**config.mk**
```make
export PLATFORM = sky130hd
export DESIGN_NAME = adc_scan_bank
export DESIGN_NICKNAME = d
export VERILOG_FILES = /design/src/rtl/adc_scan_bank.sv
export SDC_FILE = /design/constraint.sdc
export NUM_CORES = 1
export LEC_CHECK = 0
export BUFFER_PORTS_ARGS = -buffer_cell sky130_fd_sc_hd__buf_2
export CORE_MARGIN = 2
export CORE_UTILIZATION = 65
export DETAILED_ROUTE_END_ITERATION = 8
export HOLD_SLACK_MARGIN = 0.08
export MAX_ROUTING_LAYER = met4
export PLACE_DENSITY_LB_ADDON = 0.05
export SYNTH_ARGS = -nofsm -noshare
export SYNTH_HDL_FRONTEND = slang
export SYNTH_SLANG_ARGS = --single-unit
export TNS_END_PERCENT = 30
```
**constraint.sdc**
```tcl
create_clock -name clk -period 3.8 [get_ports clk]
set_clock_uncertainty 0.15 [all_clocks]
set_input_delay 0.57 -clock clk [delete_from_list [all_inputs] [get_ports clk]]
set_output_delay 0.57 -clock clk [all_outputs]
set_load 0.05 [all_outputs]
```
**src/rtl/adc_scan_bank.sv**
```systemverilog
// rtl/adc_scan_bank.sv - masked ADC channel scanner with settle delay, sample averaging and result bank
// Steps adc_addr over the latched mask; each channel: settle, accumulate 2^AVG_LOG2 samples, store.
module adc_scan_bank #(
  parameter int DATA_W        = 8,
  parameter int NUM_CH        = 12,
  parameter int ADDR_W        = 4,
  parameter int SETTLE_CYCLES = 16,
  parameter int AVG_LOG2      = 2
) (
  input  logic              clk,
  input  logic              reset,
  input  logic              start,
  input  logic              continuous,
  input  logic [NUM_CH-1:0] ch_mask,
  input  logic [DATA_W-1:0] adc_data,
  input  logic              valid_clr,
  output logic [ADDR_W-1:0] adc_addr,
  output logic              busy,
  output logic              scan_done,
  input  logic [ADDR_W-1:0] rd_sel,
  output logic [DATA_W-1:0] rd_data,
  output logic              rd_valid
);

  localparam int NSAMP = 1 << AVG_LOG2;
  localparam int CNT_MAX = (SETTLE_CYCLES > NSAMP) ? SETTLE_CYCLES : NSAMP;
  localparam int CNT_W = $clog2(CNT_MAX + 1);
  localparam int ACC_W = DATA_W + AVG_LOG2;
  localparam logic [CNT_W-1:0] SETTLE_LAST = CNT_W'(SETTLE_CYCLES - 1);
  localparam logic [CNT_W-1:0] ACCUM_LAST  = CNT_W'(NSAMP - 1);

  typedef enum logic [1:0] {IDLE, SETTLE, ACCUM, STORE} state_t;

  state_t            state, state_n;
  logic [NUM_CH-1:0] mask_q, mask_n;
  logic [ADDR_W-1:0] addr_q, addr_n;
  logic [CNT_W-1:0]  cnt_q, cnt_n;
  logic [ACC_W-1:0]  acc_q, acc_n;
  logic              done_q, done_n;
  logic              store_en;
  logic [DATA_W-1:0] res_q [NUM_CH];
  logic [NUM_CH-1:0] valid_q;

  logic [ADDR_W-1:0] higher_ch, first_ch;
  logic              higher_found;

  // Descending loops leave the lowest qualifying index in the result.
  always_comb begin
    higher_found = 1'b0;
    higher_ch    = '0;
    first_ch     = '0;
    for (int i = NUM_CH - 1; i >= 0; i--) begin
      if (mask_q[i] && (ADDR_W'(i) > addr_q)) begin
        higher_found = 1'b1;
        higher_ch    = ADDR_W'(i);
      end
      if (ch_mask[i]) first_ch = ADDR_W'(i);
    end
  end

  always_comb begin
    state_n  = state;
    mask_n   = mask_q;
    addr_n   = addr_q;
    cnt_n    = cnt_q;
    acc_n    = acc_q;
    done_n   = 1'b0;
    store_en = 1'b0;
    case (state)
      IDLE: begin
        if (start) begin
          if (|ch_mask) begin
            mask_n  = ch_mask;
            addr_n  = first_ch;
            cnt_n   = '0;
            state_n = SETTLE;
          end else begin
            done_n = 1'b1;
          end
        end
      end
      SETTLE: begin
        if (cnt_q == SETTLE_LAST) begin
          cnt_n   = '0;
          acc_n   = '0;
          state_n = ACCUM;
        end else begin
          cnt_n = cnt_q + CNT_W'(1);
        end
      end
      ACCUM: begin
        acc_n = acc_q + ACC_W'(adc_data);
        if (cnt_q == ACCUM_LAST) begin
          cnt_n   = '0;
          state_n = STORE;
        end else begin
          cnt_n = cnt_q + CNT_W'(1);
        end
      end
      STORE: begin
        store_en = 1'b1;
        cnt_n    = '0;
        if (higher_found) begin
          addr_n  = higher_ch;
          state_n = SETTLE;
        end else begin
          done_n = 1'b1;
          if (continuous) begin
            mask_n = ch_mask;
            if (|ch_mask) begin
              addr_n  = first_ch;
              state_n = SETTLE;
            end else begin
              state_n = IDLE;
            end
          end else begin
            state_n = IDLE;
          end
        end
      end
      default: state_n = IDLE;
    endcase
  end

  always_ff @(posedge clk) begin
    if (reset) begin
      state   <= IDLE;
      mask_q  <= '0;
      addr_q  <= '0;
      cnt_q   <= '0;
      acc_q   <= '0;
      done_q  <= 1'b0;
      valid_q <= '0;
      for (int i = 0; i < NUM_CH; i++) res_q[i] <= '0;
    end else begin
      state  <= state_n;
      mask_q <= mask_n;
      addr_q <= addr_n;
      cnt_q  <= cnt_n;
      acc_q  <= acc_n;
      done_q <= done_n;
      // A clear coinciding with a store still leaves the stored channel valid.
      valid_q <= (valid_clr ? '0 : valid_q) | (store_en ? (NUM_CH'(1) << addr_q) : '0);
      if (store_en) res_q[addr_q] <= DATA_W'(acc_q >> AVG_LOG2);
    end
  end

  assign adc_addr  = addr_q;
  assign busy      = (state != IDLE);
  assign scan_done = done_q;

  logic rd_in_range;
  assign rd_in_range = ({1'b0, rd_sel} < (ADDR_W + 1)'(NUM_CH));
  assign rd_data     = rd_in_range ? res_q[rd_sel] : '0;
  assign rd_valid    = rd_in_range ? valid_q[rd_sel] : 1'b0;

endmodule

```
==> impl_metrics.yaml <==
status:
  status: "finished clean"
placement:
  dp_hpwl_mm: 10.4
  port_buffers: 43
  gp_congestion: 0.887
global_routing:
  antenna_found_initial: 1
  grt_pass1_wl_mm: 24.8
  track_usage_pct: 29.3
  grt_max_degree: 54
  grt_pass1_vias: 4856
  grt_overflow_total: 0
synthesis:
  ys_top_cells_by_count: "97 x and2_1, 96 x edfxtp_1, 49 x nor2_1"
  syn_area_per_cell_um2: 11.7
  synth_edf_count: 96
  yosysTopAreaCell: "edfxtp_1"
  seq_area_frac_synth_pct: 52.4
  yosysWarnings: 0
  synth_area_leaders: "edfxtp_1 40%, dfxtp_1 12%, mux4_2 8.4%"
  yosys.area.top_type_share_pct: 40.0
  synth_area_um2: 7210
  syn-num-nets: 661
  synth-seq-cells: 141
  synth_flop_cell: "edfxtp_1"
  synth_cell_types: 63
  yosysMostFrequentCell: "and2_1"
  synth_cells: 615
  ys_async_sr_fraction_pct: 0
cts:
  cts_max_level: 4
  cts_tree: "yes"
  clock_path_buffers: 2
  post_cts_buffers: 0
  cts_hold_buf: 0
  cts-buffers-inserted: 17
  clk_latency_ns: 0.53
  cts_resized: 0
  numClockSinks: 141
  path_clk_slew_ns: 0.06
  cts_root_buf: "clkbuf_8"
worst_setup_path:
  path_class: "in2out"
  r2r_slack_ns: 1.09
  critPathTopFamily: "buffers and inverters"
  end_kind: "primary output"
  worstSetupStartpointType: "input port"
  worst_ep_required_time_ns: 3.08
  crit_slowest_cell: "buf_2"
  critical_path.max_stage_delay_ns: 0.50
  arrival_ns: 2.09
  crit_fanout: 27
  cp_cell_sequence: "buf_2 > mux4_2 > mux2i_1 > o22ai_1 > buf_2"
  path_buf_inv: 2
  cpMostUsedCell: "buf_2"
power:
  clkPwrFrac_pct: 34.3
  ir_worst_vdd_mv: 0.425
  p_switching_mw: 1.27
  p_leak_nw: 3.27
  sequentialPowerShare_pct: 45.6
  swShare_pct: 30.8
  power_density_nw_per_um2: 510
  combPwrFrac_pct: 20.1
  internal_power_mw: 2.85
detailed_routing:
  drcViolationCount: 0
  firstDrtPassIters: 5
  vias_per_cell: 6.11
  post_drt_wl_per_cell_um: 19.6
  postRouteAntennaNets: 0
  drtIter0Drc: 338
  vias: 4946
  drt-total-wl_mm: 15.9
timing:
  hold_ws_ns: 0.165
  drv_slew: 0
  fmax_mhz: 356
  rsz0062_at_grt: "no"
  final.period_utilization_pct: 73.8
  max_slew.worst_pin.slew_ns: 0.750
  period_needed_ns: 2.81
  relSlewSlack_pct: 49.8
  final-setup-viol-count: 0
  finalSetupTns_ns: 0
  finalHoldViolCount: 0
die:
  die_w_um: 109
  rows: 38
  die_area_um2: 12000
  die_h_um: 109
  start_util_pct: 66.6
  io_pins: 44
  core_area_um2: 10800
final_layout:
  drive_gt1_share_pct: 19.7
  fin_nets: 703
  syn_to_final_growth_pct: 11.8
  antenna_cells: 0
min_path:
  hold_class: "in2reg"
flow_run:
  maxCapViolCount: 0
## cells in the final DEF (no fill, tap or decap), types with 4 or more instances in the layout
cell / n
a21o_1: 16
a21oi_1: 20
a22oi_1: 7
a31oi_1: 4
and2_1: 97
buf_2: 43
buf_4: 13
clkbuf_16: 16
clkinv_1: 5
clkinvlp_4: 4
dfxtp_1: 45
edfxtp_1: 96
ha_1: 16
inv_1: 20
mux2i_1: 23
mux4_2: 27
nand2_1: 26
nand2b_1: 6
nand3_1: 8
nand3b_1: 5
nor2_1: 49
nor2b_1: 9
nor3_1: 7
nor3b_1: 4
o21ai_0: 12
o21bai_1: 4
o22ai_1: 10
or2_2: 13
## state kept, by name, indices dropped and copies added (netlist names)
signal,cells
res_q,96
state,2
mask_q,11
scan_done,1
cnt_q,5
valid_q,12
acc_q,10
adc_addr,4
## final cells by class
class                      instances  area, um^2
inverter                          20        75.1
multi-input combinational        421        3220
clock inverter                    14        81.3
timing repair buffer              56         313
sequential                       141        3780
clock buffer                      17         414
tap                              140         175
fill                             742        2780
## metrics by stage
| step | area, um^2 | total power [mW] | utilization (%) | worst slack (ns) | std cells |
|---|---|---|---|---|---|
| after global placement | 7570 | 2.69 | 69.8 | 0.993 | 778 |
| after detailed placement | 7570 | 2.72 | 69.8 | 0.985 | 778 |
| final | 8060 | 4.11 | 74.4 | 0.995 | 809 |
| after floorplan | 7210 | 2.51 | - | 0.599 | 615 |
| after CTS | 8060 | 4.12 | 74.4 | 0.979 | 809 |
| after global routing | 8060 | 4.28 | 74.4 | 0.912 | 809 |
## routing by layer
metal	vias up	global-route usage, %	part of all wire, %
met5	-	-	0
met4	0	10.7	2.1
met3	28	6.16	6.2
met2	165	48.5	51
met1	2402	35.9	40
li1	2351	-	-
## worst reg2reg max path: stages, from the launching register on
cell      delay (ns)
dfxtp_1         0.39
ha_1            0.49
nor2b_1         0.29
nand3b_1        0.18
nor2_1          0.55
or2_2           0.36
## logic make-up after synthesis
kind of cell	count (synthesis)	share of synthesized area, %
AND/OR/NAND/NOR	248	19.6
multiplexers	50	11.6
flip-flops	141	52.4
adder cells (fa/ha/maj)	17	3.05
AO/OA/AOI/OAI	103	10.0
XOR/XNOR	3	0.364
buffers and inverters	53	2.91
## worst paths after layout
| path | from | to | cells after the start |
|---|---|---|---|
| min reg2reg | valid_q[6] | valid_q[6] | 1 |
| max | rd_sel[1] | rd_data[0] | 5 |
| max reg2reg | state[1] | res_q[6][0] | 5 |
| min | ch_mask[9] | mask_q[9] | 3 |
## power by group through the flow
stage / clock [mW] / combinational (mW) / sequential (mW)
detailed placement: 0 / 0.814 / 1.90
global route: 1.47 / 0.907 / 1.89
CTS: 1.43 / 0.820 / 1.87
global placement: 0 / 0.790 / 1.90
floorplan: 0 / 0.670 / 1.84
finish: 1.41 / 0.826 / 1.88
No activity file was read; power rests on OpenSTA's default activity.
